## config.mk

```make
export PLATFORM = sky130hd
export DESIGN_NAME = norm2_feeder
export DESIGN_NICKNAME = d
export VERILOG_FILES = /design/src/rtl/norm2_pkg.sv /design/src/rtl/norm2_feeder.sv
export SDC_FILE = /design/constraint.sdc
export NUM_CORES = 1
export LEC_CHECK = 0
export ABC_AREA = 0
export BUFFER_PORTS_ARGS = -buffer_cell sky130_fd_sc_hd__buf_2
export CAP_MARGIN = 10
export CORE_AREA = 2 2 109 111
export CTS_BUF_LIST = sky130_fd_sc_hd__clkbuf_2
export CTS_CLUSTER_DIAMETER = 150
export DETAILED_ROUTE_END_ITERATION = 16
export DIE_AREA = 0 0 111 113
export GPL_TIMING_DRIVEN = 0
export PLACE_DENSITY = 0.79
export SYNTH_ARGS = -nofsm -noshare
export SYNTH_HDL_FRONTEND = slang
export SYNTH_SLANG_ARGS = --single-unit
export TNS_END_PERCENT = 20
```

## constraint.sdc

```tcl
create_clock -name clk -period 2.5 [get_ports clk]
set_input_delay 0.5 -clock clk [delete_from_list [all_inputs] [get_ports clk]]
set_output_delay 0.5 -clock clk [all_outputs]
set_load 0.03 [all_outputs]
```

## src/rtl/norm2_pkg.sv

```systemverilog
// Shared constants and FSM state type for the norm2 feeder.
package norm2_pkg;

    localparam int N      = 1000;
    localparam int ADDR_W = 10;
    localparam int DATA_W = 27;
    localparam int ACC_W  = 64;

    // Address of the final array slot; reaching it ends both LOAD and FILL.
    localparam logic [ADDR_W-1:0] LAST_IDX = ADDR_W'(N - 1);

    typedef enum logic [2:0] {
        LOAD  = 3'd0,
        FILL  = 3'd1,
        START = 3'd2,
        RUN   = 3'd3,
        OUT   = 3'd4
    } state_t;

endpackage

```

## src/rtl/norm2_feeder.sv

```systemverilog
// Front end for the norm2 core: loads one frame into the core array,
// zero-fills unused slots, runs the core and returns its sum of squares.
//
// Handshakes: a transfer happens on a rising clk edge where valid & ready
// are both high. A source holds valid and its payload stable until the
// transfer; ready may change freely. m_valid/m_data/m_err are registered
// and stay constant while waiting for m_ready.
module norm2_feeder
    import norm2_pkg::*;
(
    input  logic                     clk,
    input  logic                     rst_n,
    // sample stream in
    input  logic                     s_valid,
    output logic                     s_ready,
    input  logic signed [DATA_W-1:0] s_data,
    input  logic                     s_last,
    // result stream out
    output logic                     m_valid,
    input  logic                     m_ready,
    output logic signed [ACC_W-1:0]  m_data,
    output logic                     m_err,
    // core control
    output logic                     core_r_enable,
    output logic [ADDR_W-1:0]        core_init_i,
    output logic [ACC_W-1:0]         core_init_acc,
    input  logic                     core_w_enable,
    input  logic signed [ACC_W-1:0]  core_result,
    // core external array port
    output logic                     arr_ctl,
    output logic                     arr_we,
    output logic [ADDR_W-1:0]        arr_addr,
    output logic signed [DATA_W-1:0] arr_wdata,
    // current FSM state for observation
    output state_t                   dbg_state
);

    state_t                   state_q;
    logic [ADDR_W-1:0]        cnt_q;
    logic [ADDR_W-1:0]        cnt_d;
    logic                     err_q;
    logic                     m_valid_q;
    logic signed [ACC_W-1:0]  m_data_q;
    logic                     m_err_q;
    logic                     arr_we_q;
    logic [ADDR_W-1:0]        arr_addr_q;
    logic signed [DATA_W-1:0] arr_wdata_q;

    // Slot counter advance, shared by LOAD and FILL.
    assign cnt_d = cnt_q + ADDR_W'(1);

    // Single FSM: frame load, zero fill, array flush, core run, result hold.
    always_ff @(posedge clk) begin
        if (!rst_n) begin
            state_q     <= LOAD;
            cnt_q       <= '0;
            err_q       <= 1'b0;
            m_valid_q   <= 1'b0;
            m_data_q    <= '0;
            m_err_q     <= 1'b0;
            arr_we_q    <= 1'b0;
            arr_addr_q  <= '0;
            arr_wdata_q <= '0;
        end else begin
            // A write strobe lasts one cycle unless a state reissues it.
            arr_we_q <= 1'b0;
            case (state_q)
                LOAD: begin
                    if (s_valid) begin
                        arr_we_q    <= 1'b1;
                        arr_addr_q  <= cnt_q;
                        arr_wdata_q <= s_data;
                        cnt_q       <= cnt_d;
                        if (cnt_q == LAST_IDX) begin
                            // Array full: a missing s_last means the frame
                            // was longer than N and is truncated here.
                            state_q <= START;
                            err_q   <= ~s_last;
                        end else if (s_last) begin
                            state_q <= FILL;
                            err_q   <= 1'b0;
                        end
                    end
                end
                FILL: begin
                    // Clear slots beyond a short frame so stale data from
                    // an earlier frame never enters the sum.
                    arr_we_q    <= 1'b1;
                    arr_addr_q  <= cnt_q;
                    arr_wdata_q <= '0;
                    cnt_q       <= cnt_d;
                    if (cnt_q == LAST_IDX) begin
                        state_q <= START;
                    end
                end
                START: begin
                    // One idle cycle lets the last registered write land
                    // while the array port is still ours.
                    state_q <= RUN;
                end
                RUN: begin
                    if (core_w_enable) begin
                        m_data_q  <= core_result;
                        m_err_q   <= err_q;
                        m_valid_q <= 1'b1;
                        state_q   <= OUT;
                    end
                end
                OUT: begin
                    if (m_ready) begin
                        m_valid_q <= 1'b0;
                        cnt_q     <= '0;
                        state_q   <= LOAD;
                    end
                end
                default: begin
                    state_q <= LOAD;
                end
            endcase
        end
    end

    // Control outputs decode directly from the state register.
    assign s_ready       = (state_q == LOAD);
    assign arr_ctl       = (state_q != RUN);
    assign core_r_enable = (state_q != RUN);
    assign core_init_i   = '0;
    assign core_init_acc = '0;

    assign m_valid   = m_valid_q;
    assign m_data    = m_data_q;
    assign m_err     = m_err_q;
    assign arr_we    = arr_we_q;
    assign arr_addr  = arr_addr_q;
    assign arr_wdata = arr_wdata_q;
    assign dbg_state = state_q;

endmodule

```

### Yosys cells after proc, flatten, opt, wreduce, memory -nomap -nowiden

Index checks and enable logic that the tools add are counted.

| word-level totals | value |
|---|---|
| register bits after elaboration | 118 |
| bits in latches | 0 |
| bits in writable memories | 0 |
| memory bits (read-only) | 0 |
| output and inout port bits | 184 |
| word-level logic and storage cells | 54 |
| memories kept | 0 |

| operators by class | value |
|---|---|
| add/subtract/negate cells | 1 |
| multiply operators | 0 |
| div/mod/pow operators | 0 |
| $lt $le $gt $ge | 0 |
| equal/unequal tests | 11 |
| shift-type cells | 0 |
| muxes and demuxes | 21 |
| bitwise logic cells | 1 |
| reductions and logical operators | 11 |

Operators by type and width:

| kind | number |
|---|---|
| $pmux W27 S2 | 1 |
| $mux W10 | 3 |
| $pmux W10 S3 | 1 |
| $mux W27 | 1 |
| $pmux W10 S2 | 1 |
| $mux W3 | 6 |
| $pmux W3 S5 | 1 |
| $add A10 B1 Y10 const B | 1 |
| $eq A10 B10 Y1 const B | 1 |
| $reduce_and A3 Y1 | 3 |
| $ne A2 B2 Y1 const B | 4 |
| $eq A3 B2 Y1 const B | 2 |
| $reduce_bool A2 Y1 | 3 |
| $mux W1 | 5 |
| $reduce_and A5 Y1 | 1 |
| $pmux W1 S2 | 2 |
| $reduce_and A2 Y1 | 2 |
| $eq A3 B1 Y1 const B | 1 |
| $eq A3 B3 Y1 const B | 1 |
| $logic_not A3 Y1 | 1 |
| $ne A3 B1 Y1 const B | 1 |
| $ne A3 B2 Y1 const B | 1 |
| $reduce_bool A3 Y1 | 1 |
| $not A1 Y1 | 1 |

### Longest topological paths before layout

| depth | value |
|---|---|
| word-level depth | 4 |
| gate-level depth with buffers | 7 |

### Least setup slack after synthesis

Ideal clock, no wire load.

| timing path | value |
|---|---|
| path kind | flip-flop to flip-flop |
| from | register state_q[2] (netlist: dbg_state[2]) |
| to | register arr_wdata_q[16] (netlist: arr_wdata[16]) |
| arrival | 2.081 ns |
| required time | 2.435 ns |
| setup slack | 0.353 ns |
| cell stages (with the launch flop) | 8 |
| cells stage by stage | dfxtp_1 buf_2 nor3_1 and2_1 buf_4 buf_4 a22oi_1 nor2_1 |

| on the way | value |
|---|---|
| cells in the longest elaborated chain, start to end | 3 |
| elaborated cells between the ends (all ways) | 6 |

RTL lines:

| what | line | RTL |
|---|---|---|
| start: declaration | norm2_feeder.sv:38 | `state_t state_q;` |
| start signal: assignment | norm2_feeder.sv:55 | `state_q <= LOAD;` |
| start signal: assignment | norm2_feeder.sv:77 | `state_q <= START;` |
| start signal: assignment | norm2_feeder.sv:80 | `state_q <= FILL;` |
| $logic_not A3 Y1 * | n/a |  |
| via s_ready | norm2_feeder.sv:15 | `output logic s_ready,` |
| $ne A2 B2 Y1 (no source line) or $reduce_bool A2 Y1 (tied branches) | n/a |  |
| $reduce_and A2 Y1 (no source line) | n/a |  |
| end signal: assignment | norm2_feeder.sv:72 | `arr_wdata_q <= s_data;` |
| end: declaration | norm2_feeder.sv:47 | `logic signed [DATA_W-1:0] arr_wdata_q;` |

Mark *: on every way through the listed nets, which the timed path passes. The rest lies on a longest branch.
A chain may end at the register's enable or synchronous reset.

### Final worst setup path

| timing path | value |
|---|---|
| from | register state_q[1] (netlist: dbg_state[1]) |
| to | output port core_r_enable |

| on the way | value |
|---|---|
| cells in the longest elaborated chain, start to end | 1 |

RTL lines:

| what | line | RTL |
|---|---|---|
| $ne A3 B2 Y1 | norm2_feeder.sv:126 | `assign core_r_enable = (state_q != RUN);` |
| end: declaration | norm2_feeder.sv:24 | `output logic core_r_enable,` |

No other way between the ends.

==> impl_metrics.toml <==
[yosys]
syn_inst = 589
yosysTopAreaCell = "dfxtp_1"
ys.flop_type = "dfxtp_1"
ys_types = 39
yosys_warnings = 0
synthTopCellsByArea = "dfxtp_1 49%, buf_4 13%, nand2_1 12%"
synth_area_per_cell_um2 = 8.246
yosysSeqAreaShare_pct = 48.63
synth_edf_count = 0
synth_most_common_cell = "nand2_1"
synth_commonest_cells = "157 x nand2_1, 118 x dfxtp_1, 81 x buf_4, 80 x a21oi_1, 39 x nor2_1"
synth_area_um2 = 4857
yosys.area.top_type_share_pct = 48.63
synth-seq-cells = 118
async_flop_share_pct = 0

[placement]
dp_cells = 1011
hpwlAfterDp_um = 10100
numPortBuffers = 206
gp_congestion = 0.8195

[sta]
fin_crit_sh_pct = 90.86
slew_headroom_pct = 61.56
slew_viol_final = 0
fmax_mhz = 440.2
rsz0062_at_grt = "false"
fin_setup_tns_ns = 0
fin_crit_ns = 2.271
worstMarginPinSlew_ns = 0.5765
finalHoldViolCount = 0
setup_viol = 0
hold_ws_ns = 0.07164
fin_worst_skew_ns = 0.04504

[global_routing]
grt_max_degree = 18
top_usage_layer = "met2"
grt_antenna_before_repair = 0
first_global_vias = 4301
use_met3_pct = 7.338
grt_pass1_wl_um = 21140
grt_remaining_overflow = 0
gr-usage-met2_pct = 36.11
grt_usage_pct = 20.82
grtUsageMet1_pct = 24.29

[setup_path]
worstPathRequired_ns = 2.00
timing.rr.end = "m_data[57]"
startpoint = "dbg_state[1]"
worst-setup-path-type = "register to primary output"
worst_setup_path_start_kind = "register"
worstReg2RegStart = "dbg_state[2]"
arrival_ns = 1.77
r2r_slack_ns = 0.79
rr_worst_depth = 6
cp-end-kind = "primary output"
cp_max_fo = 8

[floorplanning]
initial_utilization_pct = 43.09
fp.dieW_um = 111
die_y_um = 113
fp.coreArea_um2 = 11270
ios = 281
rows = 39
die_area_um2 = 12540

[clock_network]
clk_latency_ns = 0.64
root_buffer = "clkbuf_2"
clk_pin_slew_ns = 0.22
cts_setup_buffers = 0
htree_levels = 4
cts_buffer_depth = 2
clock-sinks = 118
cts_tree = "done"
numCtsBuffers = 17

[flow_run]
cap_viol_max_count = 0

[detailed_routing]
wl_per_cell_um = 12.82
dr.pass1.iters = 4
drt_iter0_markers = 340
post_drt_via_cell_ratio = 4.528
drc = 0
totalWireLength_um = 13710
postRouteAntennaNets = 0
vias = 4840

[finish]
antenna_cells = 0
regArea_um2 = 2362
fin_util_pct = 61.19
fillers = 1036
stdcell_count = 1069
drive_gt1_share_pct = 35.85
area_delta_synth_final_pct = 42.01
final_nets = 1011
multi_input_area_um2 = 2016

[power_and_ir_drop]
ir_drop_uv = 339.7
p_leak_nw = 3.378
power_density_nw_per_um2 = 617.7

[worst_hold_path]
min_from = "s_data[19]"
hp-class = "input pin to register"
min_path_cells = 3
min_to = "arr_wdata[19]"

[outcome]
outcome = "complete, no violations"
## how the worst max path moves through the flow
| stage | slack, ns | endpoint |
|---|---|---|
| final | 0.23 | core_r_enable |
| after global routing | 0.04 | core_r_enable |
| after CTS | 0.09 | core_r_enable |
| after detailed placement | 0.51 | m_data[45] |
| after global placement | 0.58 | m_data[47] |
| after floorplan | 0.35 | arr_wdata[16] |
## per-stage QoR
stage | power (mW) | area, µm² | worst slack, ns
after floorplan | 2.610 | 5131 | 0.3534
after global placement | 2.813 | 6341 | 0.5775
after detailed placement | 2.818 | 6341 | 0.5088
after CTS | 4.261 | 6625 | 0.09261
after global routing | 4.476 | 6898 | 0.03569
final | 4.261 | 6898 | 0.2286
## flip-flops by register name (all words and copies together) (netlist names)
signal and count:
m_valid 1, arr_addr 10, arr_wdata 27, err_q 1, dbg_state 3, m_err 1
cnt_q 10, m_data 64, arr_we 1
## power breakdown
| part | internal (mW) | switching (mW) |
|---|---|---|
| clock | 0.661 | 0.781 |
| sequential | 1.95 | 0.0389 |
| combinational | 0.302 | 0.531 |
| total | 2.91 | 1.35 |
## critical path, stage by stage, from the launching register on
cell and delay [ns]:
dfxtp_1 0.49, nor2b_2 0.26, nand2_1 0.12, buf_4 0.14
buf_2 0.16
## layer usage
| layer | part of all wire [%] | wire [µm] |
|---|---|---|
| met5 | 0 | 0 |
| met4 | 1.3 | 174 |
| met3 | 7.9 | 1087 |
| met2 | 50 | 6827 |
| met1 | 41 | 5618 |
## cell usage in the layout, fill, tap and decap left out, types with 4 or more instances in the layout
master         Yosys  final
buf_2             10    216
nand2_1          157    157
dfxtp_1          118    118
buf_4             81     81
a21oi_1           80     80
conb_1             1     74
nor2_1            39     39
a22oi_1           28     28
dlygate4sd3_1      0     27
clkbuf_1          18     17
clkbuf_2           0     17
a211oi_1           7      7
nand3_1            4      4
mux2i_1            4      4
bufinv_16          0      4
clkinv_4           0      4
## what timing repair did
action,4_1_cts,5_1_grt
endpoints found under the setup margin,1,1
hold buffers,0,27
hold endpoints to repair,0,27
gates resized for setup,0,1
## kinds of logic after synthesis
family | Yosys count | synth area share [%]
xor gates and xnor gates | 3 | 0.5411
buffers and inverters | 115 | 15.56
adders and majority gates | 1 | 0.2576
muxes | 4 | 0.8244
other | 1 | 0.07721
and+or+nand+nor | 224 | 19.27
DFF | 118 | 48.63
AOI/OAI and AO/OA | 123 | 14.84
## area by class of cell
| class | count | area share, % |
|---|---|---|
| tap | 143 | 2.594 |
| buffer | 112 | 10.79 |
| clock buffer | 17 | 1.233 |
| multi-input combinational | 429 | 29.22 |
| inverter | 2 | 0.1088 |
| sequential | 118 | 34.25 |
| clock inverter | 15 | 2.939 |
| timing repair buffer | 233 | 18.86 |
No activity file was read; power rests on OpenSTA's default activity.
